**src/rtl/lsu_mem_ctrl_pkg.sv**
```systemverilog
// rtl/lsu_mem_ctrl_pkg.sv - shared types, constants and request checker for the LSU memory controller
//
// Purpose : funct3 codes, FSM state encoding, response error codes, bus widths
//           and the request legality check used at acceptance.
// Ports   : none (package)

package lsu_mem_ctrl_pkg;

  localparam int ADDR_WIDTH     = 32;
  localparam int MEM_ADDR_WIDTH = 30;
  localparam logic [31:0] MEM_WORDS_DEFAULT = 32'h0000_0FFF;

  localparam logic [2:0] F3_B  = 3'd0;
  localparam logic [2:0] F3_H  = 3'd1;
  localparam logic [2:0] F3_W  = 3'd2;
  localparam logic [2:0] F3_BU = 3'd4;
  localparam logic [2:0] F3_HU = 3'd5;

  typedef enum logic [2:0] {
    ST_IDLE    = 3'd0,
    ST_READ    = 3'd1,
    ST_CAPTURE = 3'd2,
    ST_WRITE   = 3'd3,
    ST_RESP    = 3'd4
  } state_t;

  typedef enum logic [1:0] {
    ERR_OK       = 2'b00,
    ERR_MISALIGN = 2'b01,
    ERR_RANGE    = 2'b10,
    ERR_FUNCT3   = 2'b11
  } err_t;

  // Checks are ordered: an illegal funct3 hides alignment, alignment hides range.
  function automatic err_t req_check(input logic                  store,
                                     input logic [2:0]            funct3,
                                     input logic [ADDR_WIDTH-1:0] addr,
                                     input logic [31:0]           mem_words);
    logic illegal;
    logic is_half;
    logic is_word;
    err_t err;
    illegal = store ? (funct3 > F3_W)
                    : (funct3 == 3'd3 || funct3 == 3'd6 || funct3 == 3'd7);
    is_half = (funct3[1:0] == 2'b01);
    is_word = (funct3 == F3_W);
    err = ERR_OK;
    if (illegal)
      err = ERR_FUNCT3;
    else if ((is_half && addr[0]) || (is_word && (addr[1:0] != 2'b00)))
      err = ERR_MISALIGN;
    else if ({2'b00, addr[ADDR_WIDTH-1:2]} >= mem_words)
      err = ERR_RANGE;
    return err;
  endfunction

endpackage

```
**src/rtl/lsu_mem_ctrl_if.sv**
```systemverilog
// rtl/lsu_mem_ctrl_if.sv - request/response and data-memory bus of the LSU memory controller
//
// Purpose : bundles the core-side request/response handshake and the word-wide
//           memory bus.
// Modports: slave  - the controller (takes requests, drives the memory)
//           master - the core plus memory (issues requests, returns read data)
// Signals : lsu_req_valid/ready/store/funct3/addr/wdata, lsu_resp_valid/rdata/err,
//           lsu_busy, lsu_mem_addr/wdata/wr_en, lsu_mem_rdata

interface lsu_mem_ctrl_if;
  import lsu_mem_ctrl_pkg::*;

  logic                      lsu_req_valid;
  logic                      lsu_req_ready;
  logic                      lsu_req_store;
  logic [2:0]                lsu_req_funct3;
  logic [ADDR_WIDTH-1:0]     lsu_req_addr;
  logic [31:0]               lsu_req_wdata;
  logic                      lsu_resp_valid;
  logic [31:0]               lsu_resp_rdata;
  logic [1:0]                lsu_resp_err;
  logic                      lsu_busy;
  logic [MEM_ADDR_WIDTH-1:0] lsu_mem_addr;
  logic [31:0]               lsu_mem_wdata;
  logic                      lsu_mem_wr_en;
  logic [31:0]               lsu_mem_rdata;

  modport slave (
    input  lsu_req_valid, lsu_req_store, lsu_req_funct3, lsu_req_addr, lsu_req_wdata,
    input  lsu_mem_rdata,
    output lsu_req_ready, lsu_resp_valid, lsu_resp_rdata, lsu_resp_err, lsu_busy,
    output lsu_mem_addr, lsu_mem_wdata, lsu_mem_wr_en
  );

  modport master (
    output lsu_req_valid, lsu_req_store, lsu_req_funct3, lsu_req_addr, lsu_req_wdata,
    output lsu_mem_rdata,
    input  lsu_req_ready, lsu_resp_valid, lsu_resp_rdata, lsu_resp_err, lsu_busy,
    input  lsu_mem_addr, lsu_mem_wdata, lsu_mem_wr_en
  );

endinterface

```
**src/rtl/lsu_mem_ctrl_lane_align.sv**
```systemverilog
// rtl/lsu_mem_ctrl_lane_align.sv - byte/half lane extraction and store merge
//
// Purpose : combinational lane logic for the LSU.
// Ports   : mem_word   in  32  word read from memory
//           wdata      in  32  store data (low byte/half used for SB/SH)
//           byte_off   in  2   addr[1:0], little-endian lane select
//           funct3     in  3   RV32I funct3
//           load_data  out 32  extracted and sign-/zero-extended load value
//           store_word out 32  word to write back (merged for SB/SH, wdata for SW)

module lsu_lane_align
  import lsu_mem_ctrl_pkg::*;
(
  input  logic [31:0] mem_word,
  input  logic [31:0] wdata,
  input  logic [1:0]  byte_off,
  input  logic [2:0]  funct3,
  output logic [31:0] load_data,
  output logic [31:0] store_word
);

  logic [7:0]  sel_byte;
  logic [15:0] sel_half;

  always_comb begin
    sel_byte  = 8'(mem_word >> {byte_off, 3'b000});
    sel_half  = byte_off[1] ? mem_word[31:16] : mem_word[15:0];
    load_data = '0;
    case (funct3)
      F3_B:    load_data = {{24{sel_byte[7]}}, sel_byte};
      F3_H:    load_data = {{16{sel_half[15]}}, sel_half};
      F3_W:    load_data = mem_word;
      F3_BU:   load_data = {24'h0, sel_byte};
      F3_HU:   load_data = {16'h0, sel_half};
      default: load_data = '0;
    endcase
  end

  always_comb begin
    store_word = mem_word;
    case (funct3)
      F3_B: begin
        case (byte_off)
          2'd0: store_word[7:0]   = wdata[7:0];
          2'd1: store_word[15:8]  = wdata[7:0];
          2'd2: store_word[23:16] = wdata[7:0];
          2'd3: store_word[31:24] = wdata[7:0];
        endcase
      end
      F3_H: begin
        if (byte_off[1])
          store_word[31:16] = wdata[15:0];
        else
          store_word[15:0]  = wdata[15:0];
      end
      F3_W:    store_word = wdata;
      default: store_word = mem_word;
    endcase
  end

endmodule

```
**src/rtl/lsu_mem_ctrl.sv**
```systemverilog
// rtl/lsu_mem_ctrl.sv - load/store sequencer between RV32I execute and word-wide data memory
//
// Purpose : accepts one load/store at a time, performs sub-word stores as
//           read-modify-write, returns extended load data or an error code
//           on a one-cycle response pulse.
// Ports   : lsu_clk    in  clock shared with the data memory
//           lsu_rst_n  in  asynchronous active-low reset
//           bus        slave modport of lsu_mem_ctrl_if (request, response, memory)

module lsu_mem_ctrl
  import lsu_mem_ctrl_pkg::*;
#(
  parameter logic [31:0] MEM_WORDS = MEM_WORDS_DEFAULT
) (
  input  logic          lsu_clk,
  input  logic          lsu_rst_n,
  lsu_mem_ctrl_if.slave bus
);

  state_t      state_q;
  state_t      state_d;

  logic        store_q;
  logic [2:0]  f3_q;
  logic [31:0] addr_q;
  logic [31:0] wdata_q;
  logic [31:0] mem_wdata_q;
  logic [31:0] resp_rdata_q;
  err_t        resp_err_q;

  logic [31:0] resp_rdata_d;
  err_t        resp_err_d;
  err_t        req_err;
  logic        req_accept;
  logic        req_is_sw;
  logic [31:0] load_data;
  logic [31:0] merged_word;

  lsu_lane_align u_lane_align (
    .mem_word   (bus.lsu_mem_rdata),
    .wdata      (wdata_q),
    .byte_off   (addr_q[1:0]),
    .funct3     (f3_q),
    .load_data  (load_data),
    .store_word (merged_word)
  );

  assign req_accept = (state_q == ST_IDLE) && bus.lsu_req_valid;
  assign req_is_sw  = bus.lsu_req_store && (bus.lsu_req_funct3 == F3_W);

  always_ff @(posedge lsu_clk or negedge lsu_rst_n) begin
    if (!lsu_rst_n)
      state_q <= ST_IDLE;
    else
      state_q <= state_d;
  end

  // Response fields are only computed on the transition into RESP so that
  // they hold steady between pulses.
  always_comb begin
    state_d      = state_q;
    resp_rdata_d = '0;
    resp_err_d   = ERR_OK;
    req_err      = req_check(bus.lsu_req_store, bus.lsu_req_funct3,
                             bus.lsu_req_addr, MEM_WORDS);
    case (state_q)
      ST_IDLE: begin
        if (bus.lsu_req_valid) begin
          if (req_err != ERR_OK) begin
            state_d    = ST_RESP;
            resp_err_d = req_err;
          end else if (req_is_sw) begin
            state_d = ST_WRITE;
          end else begin
            state_d = ST_READ;
          end
        end
      end
      ST_READ:    state_d = ST_CAPTURE;
      ST_CAPTURE: begin
        if (store_q) begin
          state_d = ST_WRITE;
        end else begin
          state_d      = ST_RESP;
          resp_rdata_d = load_data;
        end
      end
      ST_WRITE:   state_d = ST_RESP;
      ST_RESP:    state_d = ST_IDLE;
      default:    state_d = ST_IDLE;
    endcase
  end

  always_ff @(posedge lsu_clk or negedge lsu_rst_n) begin
    if (!lsu_rst_n) begin
      store_q      <= 1'b0;
      f3_q         <= '0;
      addr_q       <= '0;
      wdata_q      <= '0;
      mem_wdata_q  <= '0;
      resp_rdata_q <= '0;
      resp_err_q   <= ERR_OK;
    end else begin
      if (req_accept) begin
        store_q <= bus.lsu_req_store;
        f3_q    <= bus.lsu_req_funct3;
        addr_q  <= bus.lsu_req_addr;
        wdata_q <= bus.lsu_req_wdata;
        // SW skips the read, so its write word must be ready by WRITE.
        if (req_is_sw)
          mem_wdata_q <= bus.lsu_req_wdata;
      end
      if (state_q == ST_CAPTURE && store_q)
        mem_wdata_q <= merged_word;
      if (state_d == ST_RESP) begin
        resp_rdata_q <= resp_rdata_d;
        resp_err_q   <= resp_err_d;
      end
    end
  end

  assign bus.lsu_req_ready  = (state_q == ST_IDLE);
  assign bus.lsu_busy       = (state_q != ST_IDLE);
  assign bus.lsu_resp_valid = (state_q == ST_RESP);
  assign bus.lsu_resp_rdata = resp_rdata_q;
  assign bus.lsu_resp_err   = resp_err_q;
  assign bus.lsu_mem_addr   = addr_q[31:2];
  assign bus.lsu_mem_wdata  = mem_wdata_q;
  // Decoded straight from the state register so reset removes it at once.
  assign bus.lsu_mem_wr_en  = (state_q == ST_WRITE);

endmodule

```
**src/flat_wrapper.sv**
```systemverilog
// flat-port wrapper written by rule: the top's interface ports become plain ports
module lsu_mem_ctrl_flat import lsu_mem_ctrl_pkg::*;
#(
  parameter logic [31:0] MEM_WORDS = MEM_WORDS_DEFAULT
)
  (lsu_clk, lsu_rst_n, bus_lsu_req_valid, bus_lsu_req_store, bus_lsu_req_funct3, bus_lsu_req_addr, bus_lsu_req_wdata, bus_lsu_mem_rdata, bus_lsu_req_ready, bus_lsu_resp_valid, bus_lsu_resp_rdata, bus_lsu_resp_err, bus_lsu_busy, bus_lsu_mem_addr, bus_lsu_mem_wdata, bus_lsu_mem_wr_en);
  lsu_mem_ctrl_if bus_i ();
  input  logic lsu_clk;
  input  logic lsu_rst_n;
  input wire logic [$bits(bus_i.lsu_req_valid)-1:0] bus_lsu_req_valid;
  input wire logic [$bits(bus_i.lsu_req_store)-1:0] bus_lsu_req_store;
  input wire logic [$bits(bus_i.lsu_req_funct3)-1:0] bus_lsu_req_funct3;
  input wire logic [$bits(bus_i.lsu_req_addr)-1:0] bus_lsu_req_addr;
  input wire logic [$bits(bus_i.lsu_req_wdata)-1:0] bus_lsu_req_wdata;
  input wire logic [$bits(bus_i.lsu_mem_rdata)-1:0] bus_lsu_mem_rdata;
  output wire logic [$bits(bus_i.lsu_req_ready)-1:0] bus_lsu_req_ready;
  output wire logic [$bits(bus_i.lsu_resp_valid)-1:0] bus_lsu_resp_valid;
  output wire logic [$bits(bus_i.lsu_resp_rdata)-1:0] bus_lsu_resp_rdata;
  output wire logic [$bits(bus_i.lsu_resp_err)-1:0] bus_lsu_resp_err;
  output wire logic [$bits(bus_i.lsu_busy)-1:0] bus_lsu_busy;
  output wire logic [$bits(bus_i.lsu_mem_addr)-1:0] bus_lsu_mem_addr;
  output wire logic [$bits(bus_i.lsu_mem_wdata)-1:0] bus_lsu_mem_wdata;
  output wire logic [$bits(bus_i.lsu_mem_wr_en)-1:0] bus_lsu_mem_wr_en;
  assign bus_i.lsu_req_valid = bus_lsu_req_valid;
  assign bus_i.lsu_req_store = bus_lsu_req_store;
  assign bus_i.lsu_req_funct3 = bus_lsu_req_funct3;
  assign bus_i.lsu_req_addr = bus_lsu_req_addr;
  assign bus_i.lsu_req_wdata = bus_lsu_req_wdata;
  assign bus_i.lsu_mem_rdata = bus_lsu_mem_rdata;
  assign bus_lsu_req_ready = bus_i.lsu_req_ready;
  assign bus_lsu_resp_valid = bus_i.lsu_resp_valid;
  assign bus_lsu_resp_rdata = bus_i.lsu_resp_rdata;
  assign bus_lsu_resp_err = bus_i.lsu_resp_err;
  assign bus_lsu_busy = bus_i.lsu_busy;
  assign bus_lsu_mem_addr = bus_i.lsu_mem_addr;
  assign bus_lsu_mem_wdata = bus_i.lsu_mem_wdata;
  assign bus_lsu_mem_wr_en = bus_i.lsu_mem_wr_en;
  lsu_mem_ctrl #(.MEM_WORDS(MEM_WORDS)) u_core (.lsu_clk(lsu_clk), .lsu_rst_n(lsu_rst_n), .bus(bus_i));
endmodule
```
**config.mk**
```make
export PLATFORM = sky130hd
export DESIGN_NAME = lsu_mem_ctrl_flat
export DESIGN_NICKNAME = d
export VERILOG_FILES = /design/src/rtl/lsu_mem_ctrl_pkg.sv /design/src/rtl/lsu_mem_ctrl_if.sv /design/src/rtl/lsu_mem_ctrl_lane_align.sv /design/src/rtl/lsu_mem_ctrl.sv /design/src/flat_wrapper.sv
export SDC_FILE = /design/constraint.sdc
export NUM_CORES = 1
export LEC_CHECK = 0
export BUFFER_PORTS_ARGS = -buffer_cell sky130_fd_sc_hd__buf_2
export CAP_MARGIN = 15
export CORE_ASPECT_RATIO = 0.8
export CORE_MARGIN = 1.5
export CORE_UTILIZATION = 48
export CTS_CLUSTER_DIAMETER = 50
export DETAILED_ROUTE_END_ITERATION = 12
export GPL_ROUTABILITY_DRIVEN = 1
export HOLD_SLACK_MARGIN = 0.1
export PLACE_DENSITY = 0.88
export SLEW_MARGIN = 20
export SYNTH_ARGS = -nofsm -noshare
export SYNTH_HDL_FRONTEND = slang
export SYNTH_HIERARCHICAL = 1
export SYNTH_SLANG_ARGS = --single-unit
export TNS_END_PERCENT = 50
```
**constraint.sdc**
```tcl
create_clock -name lsu_clk -period 1.9 [get_ports lsu_clk]
set_clock_uncertainty 0.15 [all_clocks]
set_input_delay 0.19 -clock lsu_clk [delete_from_list [all_inputs] [get_ports lsu_clk]]
set_output_delay 0.19 -clock lsu_clk [all_outputs]
set_load 0.005 [all_outputs]
```
# --- Yosys cells after proc, flatten, opt, wreduce, memory -nomap -nowiden ---
# Cells that the tools add are included.
classes:
  mux: 26
  magnitude_cmp: 2
  reduce_logical: 17
  shifts: 1
  eq_ne: 17
op_table:
  columns: ["operator", "count"]
  rows:
  - ["32-bit two-way mux", 5]
  - ["32-bit case mux with 5 select lines", 1]
  - ["32-bit case mux with 3 select lines", 1]
  - ["16-bit two-way mux", 3]
  - ["8-bit two-way mux", 4]
  - ["32-bit by 5-bit >> shifter with 8-bit output", 1]
  - ["30-bit by 12-bit >= comparator with 1-bit output, second input constant", 1]
  - ["3-bit equality test, second input constant", 6]
  - ["3-bit by 2-bit equality test with 1-bit output, second input constant", 5]
  - ["2-bit two-way mux", 7]
  - ["3-bit case mux with 4 select lines", 1]
  - ["3-bit two-way mux", 3]
  - ["2-bit nonzero test", 4]
  - ["3-bit by 1-bit equality test with 1-bit output, second input constant", 2]
  - ["3-bit logical NOT", 2]
  - ["1-bit logical AND", 5]
  - ["2-bit by 1-bit equality test with 1-bit output, second input constant", 2]
  - ["2-bit equality test, second input constant", 2]
  - ["3-bit by 2-bit > comparator with 1-bit output, second input constant", 1]
  - ["1-bit logical OR", 3]
  - ["3-bit nonzero test", 1]
  - ["2-bit logical NOT", 1]
  - ["2-bit AND reduction", 1]
  - ["1-bit two-way mux", 1]
word_totals:
  out_inout_bits: 100
  reg_bits: 137

# --- Longest topological paths before layout ---
# Gate-level depths: netlist of the first run.
logic_depth:
  word_depth: 10
  ltp_mapped: 9
  mapped_depth_nobuf: 6

# --- Hierarchy ---
# Netlist of the first run, hierarchy kept.
modules_own_cells:
  columns: ["mod", "n_inst", "cells_each", "seq_area_each_um2", "area_per_inst_um2"]
  rows:
  - ["lsu_mem_ctrl", 1, 576, 3428.3, 5791.8]
  - ["lsu_lane_align", 1, 228, 0.0, 1551.5]

# --- Least setup slack after synthesis of the first run ---
# OpenSTA, ideal clock, no wires.
synth_path:
  kind: "flip-flop to flip-flop"
  from: "reg u_core.state_q[2]"
  to: "reg u_core.resp_rdata_q[23] (netlist: u_core/bus.lsu_resp_rdata[23])"
  setup_ps: 121
  arrival_ps: 1661
  period_less_slack_ps: 1932
  stages_incl_launch_ff: 10
  path_slack_ps: -32
  t_required_ps: 1629
  cell_sequence: "dfrtp_1 buf_6 nor3_4 and2_1 buf_4 nor3_1 a31o_1 buf_4 buf_6 a22o_1"
synth_between:
  elab_chain_cells: 3
  elab_cells_between_ends: 8
synth_rtl:
  columns: ["item", "line_no", "rtl"]
  rows:
  - ["from (decl)", "lsu_mem_ctrl.sv:20", "state_t state_q;"]
  - ["from (signal assigned)", "lsu_mem_ctrl.sv:55", "state_q <= state_d;"]
  - ["3-bit logical NOT", null, null]
  - ["via bus_lsu_req_ready", "flat_wrapper.sv:16", "output wire logic [$bits(bus_i.lsu_req_ready)-1:0] bus_lsu_req_ready;"]
  - ["3-bit case mux with 4 select lines", "lsu_mem_ctrl.sv:66", "case (state_q)"]
  - ["3-bit equality test", "lsu_mem_ctrl.sv:115", "if (state_d == ST_RESP) begin"]
  - ["to (signal assigned)", "lsu_mem_ctrl.sv:116", "resp_rdata_q <= resp_rdata_d;"]
  - ["to (decl)", "lsu_mem_ctrl.sv:28", "logic [31:0] resp_rdata_q;"]
# The timed path passes the listed nets, and every way through them passes these cells.
# A chain may end at the register's enable or synchronous reset.

# --- Final worst setup path of the first run ---
layout_path:
  from: "reg u_core.f3_q[1]"
  to: "reg u_core.mem_wdata_q[9] (netlist: u_core/bus.lsu_mem_wdata[9])"
layout_between:
  elab_chain_cells: 3
  elab_cells_between_ends: 5
layout_rtl:
  columns: ["item", "line_no", "rtl"]
  rows:
  - ["from (decl)", "lsu_mem_ctrl.sv:24", "logic [2:0] f3_q;"]
  - ["from (signal assigned)", "lsu_mem_ctrl.sv:106", "f3_q <= bus.lsu_req_funct3;"]
  - ["3-bit by 2-bit equality test with 1-bit output, or another cell as far along", "lsu_mem_ctrl_lane_align.sv:41", "case (funct3)"]
  - ["32-bit case mux with 3 select lines (*)", "lsu_mem_ctrl_lane_align.sv:41", null]
  - ["via u_core.merged_word[9]", "lsu_mem_ctrl.sv:37", "logic [31:0] merged_word;"]
  - ["32-bit two-way mux (*)", "lsu_mem_ctrl.sv:113", "if (state_q == ST_CAPTURE && store_q)"]
  - ["to (signal assigned)", "lsu_mem_ctrl.sv:111", "mem_wdata_q <= bus.lsu_req_wdata;"]
  - ["to (signal assigned)", "lsu_mem_ctrl.sv:114", "mem_wdata_q <= merged_word;"]
  - ["to (decl)", "lsu_mem_ctrl.sv:27", "logic [31:0] mem_wdata_q;"]
# The timed path passes the listed nets; every way through them passes the cells marked *.

==> qor.txt, run 1 <==
Status: finished, violations left
Failing checks: negative setup slack
Largest net degree at the start of global routing: 65
Antenna Cells: 0
CP startpoint kind: flip-flop
Clk pwr share: 37.6%
Max incr delay on CP: 0.44 ns
Sw frac: 29.9%
ANT nets after route: 0
Hold Path Class: in -> reg
Slew headroom: 67.7%
Initial antenna violation count: 0
Fmax: 0.502 GHz
CTS tree: yes
Area taken by flip-flops and latches: 3430 µm²
Clock sink total: 137
Ys async rst share: 100%
Static Leak: 5.24 nW
Synth top area cells: dfrtp_1 47%, nand2_1 14%, mux2i_1 7.0%, a22o_1 4.7%, buf_4 3.8%
Power share of the combinational group: 24.6%
Worst setup EP type: flip-flop
Top post-synthesis cells by count: 269 x nand2_1, 137 x dfrtp_1, 51 x mux2i_1, 39 x a22o_1, 37 x buf_4
Net Switching: 2.79 mW
RSZ-0062 raised after global routing: yes
Mean Syn Cell Area: 9.13 µm²
Top-area cell type share of the netlist area: 46.7%
Total number of vias: 7360
Vias per Instance: 5.73
Fin crit period: 1.99 ns
Final estimated routing congestion in global placement: 0.981
Max Cap Viol: 0
Most frequent cell after synthesis: nand2_1
Sequential share of power: 37.8%
CTS Buf Count: 17
GRT Util Overall: 30.9%
Initial Util: 49.1%
Final Util: 68.3%
DPL Wire Length: 15.9 mm
Seq/Total Area, Yosys: 46.7%
Crit-path cells: buf_6 > a21oi_4 > o21ai_4 > a222oi_1 > inv_1 > mux2i_1 > o21ai_0
Synthesis Warnings: 6
DRT Pass-1 Iters: 7
Row Count: 40
Worst-path clk slew: 0.06 ns
Worst setup margin: -0.0932 ns
Footprint of the multi-input gates: 3440 µm²
DRC violations left: 0
CTS Buffer Depth: 2
Worst skew pair latency: 0.43 ns
CP Data Arrival Time: 2.13 ns
Main synth FF type: dfrtp_1
Syn-to-layout area delta: 39.2%
Port buffer count: 202
Synthesized instance count: 804
Synth Register Bits: 137
Vias in the first global route: 7313
P_int: 6.54 mW
Max-slew violation count: 0
Cell area power density: 912 nW/µm²
Worst EP required: 2.03 ns
Wire per inst: 19.7 µm
# setup viols final: 14
Total grt overflow: 0
Tightest Pin Transition: 0.484 ns
Fin nets: 1187
Cell variety after synth: 59
CP max-delay cell: a222oi_1
First-pass GRT wire length: 38.2 mm
Die width: 141 µm
Setup_tns: -0.307 ns
Detailed Route Iter0 Violations: 863
Final period utilization: 105%
Yosys top cell by area: dfrtp_1
Post-Syn Nets: 907
Critical path type: reg -> reg
Wirelength, routed: 25.3 mm
Fillers: 1093
Die H: 114 µm
VDD IR-drop max: 0.762 mV
Netlist Area Pre-Place: 7340 µm²
Share of layout cells above drive strength 1: 30.9%
Core Area: 15000 µm²
Die Area: 16100 µm²
Maximum fanout along the worst path: 7
Final Hold Viols: 0
PnR Total Power: 9.33 mW
Clk root buf: clkbuf_16
Ports: 203
CTS H-tree depth: 4
Number of flops mapped to enable cells by yosys: 0
[critical path: cells and delay by family, from the launching register on]
| kind | cells | cell delay [ns] |
|---|---|---|
| flops | 1 | 0.40 |
| mux | 1 | 0.15 |
| compound gates | 4 | 0.90 |
| buf+inv | 2 | 0.26 |
[timing repair]
| item | in CTS | in global routing |
|---|---|---|
| hold buffers | 85 | 0 |
| gates resized for setup | 9 | 20 |
| pin swaps | 2 | 11 |
| hold endpoints to repair | 250 | 0 |
| endpoints found under the setup margin | 32 | 67 |
| setup buffers | 2 | 7 |
| cloned | 0 | 4 |
[cell families after synthesis]
group	Yosys count	synth area share, %
compound gates	158	16.8
buf+inv	104	8.25
flops	137	46.7
mux	59	8.18
simple gates	346	20.1
[routing by layer]
metal | global-route usage (%) | part of all wire (%)
met1 | 39.2 | 39
met2 | 50.3 | 48
met3 | 8.61 | 9.6
met4 | 12.5 | 3.1
met5 | 0 | 0
[registers in the layout, indices dropped and copies added (netlist names)]
| register | cells |
|---|---|
| u_core/bus.lsu_mem_wdata | 32 |
| u_core/store_q | 1 |
| u_core/f3_q | 3 |
| u_core/state_q | 3 |
| u_core/wdata_q | 32 |
| u_core/bus.lsu_resp_err | 2 |
| u_core/bus.lsu_resp_rdata | 32 |
| u_core/addr_q | 32 |
[final cells by class]
cell class / instances / area share (%)
Inverter: 16 / 0.587
Multi-Input combinational cell: 564 / 33.6
Sequential cell: 137 / 33.6
Clock buffer: 18 / 4.30
Clock inverter: 12 / 1.73
Tap cell: 189 / 2.31
Timing Repair Buffer: 348 / 23.9
[cell usage in the layout (no fill, tap or decap), drive strengths merged, types with 3 or more instances in the layout]
cell type,n
a32oi,8
nor2b,6
buf,262
nand4,3
nand3,16
a22o,39
clkbuf,19
inv,16
clkinv,6
a21oi,11
dfrtp,137
nand2,269
and2,3
nor4,4
o21ai,37
bufinv,4
nand2b,4
mux2,8
dlygate4sd3,85
nor3,5
a222oi,7
a221o,16
mux2i,51
o22ai,7
a21o,9
nor3b,3
nor2,25
o211ai,10
[power groups by stage]
stage	Sequential [mW]	Combinational, mW	Clock, mW
after floorplan	3.50	1.23	0
after global placement	3.53	1.91	0
after detailed placement	3.55	1.96	0
after CTS	3.51	2.14	3.53
after global routing	3.56	2.48	3.68
final	3.53	2.29	3.51
[path summary, 6_finish.rpt]
path / endpoint / depth (start not counted) / from / slack, ns
worst max-delay path: u_core/bus.lsu_mem_wdata[9]$_DFFE_PN0P_ / 7 / u_core/f3_q[1]$_DFFE_PN0P_ / -0.09
min in group asynchronous: u_core/bus.lsu_mem_wdata[10]$_DFFE_PN0P_ / 2 / lsu_rst_n / 0.13
worst min-delay path: u_core/bus.lsu_resp_rdata[1]$_DFFE_PN0N_ / 4 / bus_lsu_mem_rdata[1] / 0.11
worst max register to register: u_core/bus.lsu_mem_wdata[9]$_DFFE_PN0P_ / 7 / u_core/f3_q[1]$_DFFE_PN0P_ / -0.09
max in group asynchronous: u_core/state_q[2]$_DFF_PN0_ / 3 / lsu_rst_n / 0.83
worst min register to register: u_core/addr_q[30]$_DFFE_PN0P_ / 2 / u_core/addr_q[30]$_DFFE_PN0P_ / 0.32
[metrics by stage]
stage / std cells / area, µm² / hold WS, ns / worst slack [ns]
after global placement: 1156 / 8500 / 0.0177 / -0.0812
after global routing: 1284 / 10200 / 0.0975 / -0.169
after CTS: 1273 / 10000 / 0.100 / 0.000280
final: 1284 / 10200 / 0.112 / -0.0932
after floorplan: 804 / 7340 / -0.256 / 0.00183
after detailed placement: 1156 / 8500 / 0.0181 / -0.107
No activity file was read; power rests on OpenSTA's default activity.
==> inputs of run 2 (changes only) <==
- CORE_UTILIZATION: 48 -> 47
- REMOVE_ABC_BUFFERS: default -> 1
- SYNTH_HIERARCHICAL: 1 -> default
==> run 2 against run 1 <==
The run still ends with negative setup slack left. Critical path type is now in -> reg. Via count shrank 8.5%. Combinational power grew 2%. Sequential share of layout area shrank 0.41 points. Critical path depth grew 1.
==> qor.txt, run 2 <==
Status: finished, violations left
Failing checks: negative setup slack
Clock sink total: 137
# setup viols final: 45
Total number of vias: 6733
VDD IR-drop max: 0.804 mV
DPL Wire Length: 14.9 mm
Cell variety after synth: 44
CP max-delay cell: dlygate4sd3_1
Wire per inst: 24.2 µm
Initial antenna violation count: 0
Die Area: 15200 µm²
Die width: 138 µm
Vias in the first global route: 6955
Main synth FF type: dfrtp_1
Antenna Cells: 0
CTS Buf Count: 17
Most common cell after layout, fill and taps aside: buf_2
Synthesized instance count: 557
Ys async rst share: 100%
Sw frac: 29.9%
Synth Register Bits: 137
Tightest Pin Transition: 0.741 ns
Static Leak: 4.98 nW
Post-DP Area: 8340 µm²
Final Util: 72.9%
CTS Buffer Depth: 2
Worst setup margin: -0.175 ns
Yosys top cell by area: dfrtp_1
Cell area power density: 903 nW/µm²
Clk pwr share: 36.3%
Fillers: 862
Fin nets: 990
Net Switching: 2.79 mW
Die H: 111 µm
Top post-synthesis cells by count: 137 x dfrtp_1, 67 x mux2_2, 55 x mux2i_1, 37 x a21oi_1, 34 x buf_4
Power share of the combinational group: 25.1%
Vias per Instance: 6.21
Fmax: 0.482 GHz
Fin crit period: 2.08 ns
Max Cap Viol: 0
P_int: 6.55 mW
Mean Syn Cell Area: 12.2 µm²
Largest net degree at the start of global routing: 57
Share of layout cells above drive strength 1: 49.8%
Worst setup EP type: flip-flop
Wirelength, routed: 26.2 mm
CP Data Arrival Time: 2.22 ns
Port buffer count: 202
Netlist Area Pre-Place: 6820 µm²
Maximum fanout along the worst path: 6
CTS H-tree depth: 4
Syn-to-layout area delta: 51.8%
Worst EP required: 2.05 ns
Initial Util: 48.0%
Ports: 203
Clk root buf: clkbuf_16
CP startpoint kind: input pin
GRT Util Overall: 32.7%
Core Area: 14200 µm²
Total grt overflow: 0
Max incr delay on CP: 0.55 ns
Final Hold Viols: 0
Row Count: 39
Number of flops mapped to enable cells by yosys: 0
CTS tree: yes
Hold Path Class: in -> reg
First-pass GRT wire length: 37.5 mm
Fin area: 10300 µm²
Synth top area cells: dfrtp_1 50%, mux2_2 11%, mux2i_1 8.1%, buf_4 3.7%, o2bb2ai_1 3.1%
RSZ-0062 raised after global routing: yes
Setup_tns: -3.87 ns
Worst-path clk slew: 0.06 ns
Final period utilization: 109%
DRT Pass-1 Iters: 7
Slew headroom: 50.4%
Top-area cell type share of the netlist area: 50.3%
DRC violations left: 0
Seq/Total Area, Yosys: 50.3%
Most frequent cells in the layout: 200 x buf_2, 132 x dfrtp_1, 101 x dlygate4sd3_1, 67 x mux2_2, 54 x buf_4
Post-Place Worst Slack: -0.428 ns
Synthesis Warnings: 0
Most frequent cell after synthesis: dfrtp_1
Detailed Route Iter0 Violations: 667
Hold slack: 0.132 ns
Final estimated routing congestion in global placement: 0.920
Max-slew violation count: 0
Sequential share of power: 38.6%
Critical path type: in -> reg
Crit-path cells: dlygate4sd3_1 > buf_2 > mux4_2 > and2_4 > o21bai_4 > buf_6 > a21oi_2 > o2bb2ai_1
ANT nets after route: 0
Worst skew pair latency: 0.44 ns
-- run 2: cell families (layout without fill, tap and decap cells) --
logic type / count (synthesis) / after routing / share of synthesized area (%)
muxes: 130 / 130 / 21.8
buffers and inverters: 68 / 411 / 5.95
DFF: 137 / 137 / 50.3
AOI/OAI and AO/OA: 136 / 136 / 15.1
and+or+nand+nor: 86 / 86 / 6.90
-- run 2: metal layers --
layer	share of wire (%)	GRT usage [%]	routed length (µm)
met2	47	51.8	12300
met3	11	10.6	2890
met4	5.5	15.8	1440
met1	37	40.0	9590
met5	0	0	0
-- run 2: stage by stage --
stage / std cells / power (mW)
floorplan: 492 / 4.45
global placement: 946 / 5.37
detailed placement: 946 / 5.44
CTS: 1081 / 9.01
global route: 1084 / 9.64
finish: 1084 / 9.34
-- run 2: final cells by class --
type	count	area, µm²	share of cell area, %
Sequential cell	137	3430	33.2
Multi-Input combinational cell	352	3300	31.9
Timing Repair Buffer	376	2770	26.8
Clock buffer	19	453	4.38
Tap cell	184	230	2.22
Clock inverter	13	144	1.39
Inverter	3	11.3	0.109
-- run 2: path summary, 6_finish.rpt --
path                                                           from                                        end  slack [ns]  depth (start not counted)
setup / recovery                               bus_lsu_mem_rdata[7]  u_core.bus.lsu_resp_rdata[22]$_DFFE_PN0N_       -0.18                          8
hold / removal                                 bus_lsu_req_addr[26]                u_core.state_q[0]$_DFF_PN0_        0.13                          5
setup reg to reg                       u_core.addr_q[1]$_DFFE_PN0P_  u_core.bus.lsu_resp_rdata[22]$_DFFE_PN0N_       -0.17                          6
hold reg to reg            u_core.bus.lsu_resp_rdata[7]$_DFFE_PN0N_   u_core.bus.lsu_resp_rdata[7]$_DFFE_PN0N_        0.32                          1
max in group asynchronous                                 lsu_rst_n              u_core.wdata_q[7]$_DFFE_PN0P_        0.77                          3
min in group asynchronous                                 lsu_rst_n              u_core.wdata_q[5]$_DFFE_PN0P_        0.15                          2
-- run 2: worst max-delay path: cells and delay by family --
kind | cells | cell delay (ns)
and+or+nand+nor | 1 | 0.19
AOI/OAI and AO/OA | 3 | 0.38
buffers and inverters | 3 | 0.90
muxes | 1 | 0.55
-- run 2: what timing repair did --
action                     in CTS  in global routing
setup buffers                   1                  4
hold endpoints to repair      270                  0
gates cloned                    0                  0
hold buffers                  102                  0
pin swaps                       0                  8
setup endpoints to repair      56                 63
resized for setup              27                 58
-- run 2: power by group through the flow --
stage / Combinational (mW) / Sequential [mW] / Clock [mW]
2_1_floorplan: 0.859 / 3.59 / 0
3_3_place_gp: 1.79 / 3.57 / 0
3_5_place_dp: 1.85 / 3.59 / 0
4_1_cts: 2.09 / 3.55 / 3.37
5_1_grt: 2.49 / 3.63 / 3.52
6_report: 2.34 / 3.61 / 3.39
==> inputs of run 3 (changes only) <==
- CORE_ASPECT_RATIO: 0.8 -> 0.7
- SKIP_LAST_GASP: default -> 1
==> run 3 against run 2 <==
The flow still finishes with violations (negative setup slack). Utilization rose by 2.5 points. Die area barely moved. Global-route usage rose by 1.9 points. Total power rose by 5.7%. Highest routed layer unchanged. Largest power group is now clock. Critical endpoint is now u_core.bus.lsu_resp_rdata[27]$_DFFE_PN0N_. Critical path type is now reg -> reg.
==> qor.txt, run 3 (synthesized netlist as in run 2, its figures left out) <==
Status: finished, violations left
Failing checks: negative setup slack
Most common cell after layout, fill and taps aside: buf_2
Wire per inst: 26.9 µm
Vias per Instance: 6.48
Final period utilization: 115%
Total grt overflow: 0
Clk root buf: clkbuf_16
Worst setup EP type: flip-flop
Setup_tns: -5.88 ns
Hold Path Class: in -> async
VDD IR-drop max: 0.767 mV
Largest net degree at the start of global routing: 54
Worst EP required: 2.04 ns
Cell Count, Final, Fillers Out: 1113
Worst R2R Setup Slack: -0.29 ns
Final Hold Viols: 0
ANT nets after route: 0
Total number of vias: 7207
Crit path launch: u_core.addr_q[1]$_DFFE_PN0P_
Fin nets: 1012
# setup viols final: 74
Max-slew violation count: 0
DPL Wire Length: 15.3 mm
Inst Count DP: 958
Port buffer count: 202
CP max-delay cell: mux4_2
Tightest Pin Transition: 0.538 ns
Wirelength, routed: 29.9 mm
Die H: 104 µm
Die width: 147 µm
Worst R2R End: u_core.bus.lsu_resp_rdata[27]$_DFFE_PN0N_
Clock sink total: 137
GRT Util Overall: 34.5%
CTS Buffer Depth: 2
Fmax: 0.457 GHz
Worst setup margin: -0.288 ns
Maximum fanout along the worst path: 7
CTS H-tree depth: 4
Initial Util: 48.5%
CP startpoint kind: flip-flop
Share of layout cells above drive strength 1: 50.4%
Syn-to-layout area delta: 55.5%
CTS tree: yes
Ports: 203
RSZ-0062 raised after global routing: yes
DRC violations left: 0
CP Data Arrival Time: 2.33 ns
Worst skew pair latency: 0.44 ns
Max Cap Viol: 0
Vias in the first global route: 7044
Initial antenna violation count: 0
Critical path type: reg -> reg
Row Count: 36
R2r startpoint: u_core.addr_q[1]$_DFFE_PN0P_
First-pass GRT wire length: 40.0 mm
Post-Place Worst Slack: -0.342 ns
Final estimated routing congestion in global placement: 0.898
Reg2reg path depth: 6
CTS Buf Count: 17
Detailed Route Iter0 Violations: 1434
Core Area: 14100 µm²
Die Area: 15200 µm²
Slew headroom: 64.1%
Most frequent cells in the layout: 201 x buf_2, 131 x dfrtp_1, 103 x dlygate4sd3_1, 67 x mux2_2, 64 x buf_4
Crit-path cells: mux4_2 > and2_4 > o21bai_4 > buf_6 > a21oi_1 > o2bb2ai_1
Max incr delay on CP: 0.56 ns
Cell area power density: 931 nW/µm²
DRT Pass-1 Iters: 7
Static Leak: 5.09 nW
Worst-path clk slew: 0.07 ns
Fin crit period: 2.19 ns
-- run 3: changes by cell type in the layout (fill, tap and decap cells not counted), moves of 4 or more --
cell      change
buf_6        +12
buf_4        +10
a21oi_1       +7
a21oi_2       -6
a221oi_1      -5
nor2b_4       -5
nor2b_1       +4
-- run 3: what timing repair did --
item / CTS / global route
gates cloned: 0 / 2
pin swaps: 1 / 27
setup endpoints to repair: 55 / 67
buffers inserted: 4 / 16
hold buffers: 103 / 0
gates resized for setup: 13 / 77
hold endpoints to repair: 270 / 0
-- run 3: stage by stage --
step / instance area [µm²] / utilization [%] / hold slack [ns] / power (mW)
4_1_cts: 10100 / 72.0 / 0.173 / 9.23
3_5_place_dp: 8380 / 59.6 / 0.0267 / 5.46
6_report: 10600 / 75.4 / 0.139 / 9.87
5_1_grt: 10600 / 75.4 / 0.194 / 10.1
2_1_floorplan: 6420 / - / -0.256 / 4.45
3_3_place_gp: 8380 / 59.6 / 0.0289 / 5.39
-- run 3: critical path: cells and delay by family, from the launching register on --
kind | cells | cell delay [ns]
mux | 1 | 0.56
compound gates | 3 | 0.58
simple gates | 1 | 0.17
buf+inv | 1 | 0.16
flops | 1 | 0.42
-- run 3: worst max path at each step --
stage                                                           end  cells after the start
after floorplan            u_core.bus.lsu_resp_rdata[7]$_DFFE_PN0N_                      5
after global placement     u_core.bus.lsu_resp_rdata[4]$_DFFE_PN0N_                      8
after detailed placement   u_core.bus.lsu_resp_rdata[4]$_DFFE_PN0N_                      8
after CTS                  u_core.bus.lsu_mem_wdata[25]$_DFFE_PN0P_                      8
after global routing       u_core.bus.lsu_mem_wdata[31]$_DFFE_PN0P_                      7
final                     u_core.bus.lsu_resp_rdata[27]$_DFFE_PN0N_                      6
-- run 3: area by class of cell --
cell class	instances	area [µm²]
fillers	802	3450
flip-flops and latches	137	3440
multi-input cells	352	3310
repair buffers	398	2970
clock buffers	19	433
well taps	190	238
clock inverters	13	194
inverters	3	11.3
diodes	1	2.50
-- run 3: power breakdown --
group | switching, mW | internal [mW]
Combinational | 1.25 | 1.33
Sequential | 0.338 | 3.30
Clock | 1.44 | 2.21
Total | 3.03 | 6.85
-- run 3: metal layers --
layer / up-vias / GRT usage (%) / wire, µm
li1: 2806 / - / -
met4: 0 / 18.0 / 2070
met3: 236 / 11.0 / 3820
met1: 3419 / 44.2 / 10900
met2: 746 / 52.5 / 13200
met5: - / 0 / 0
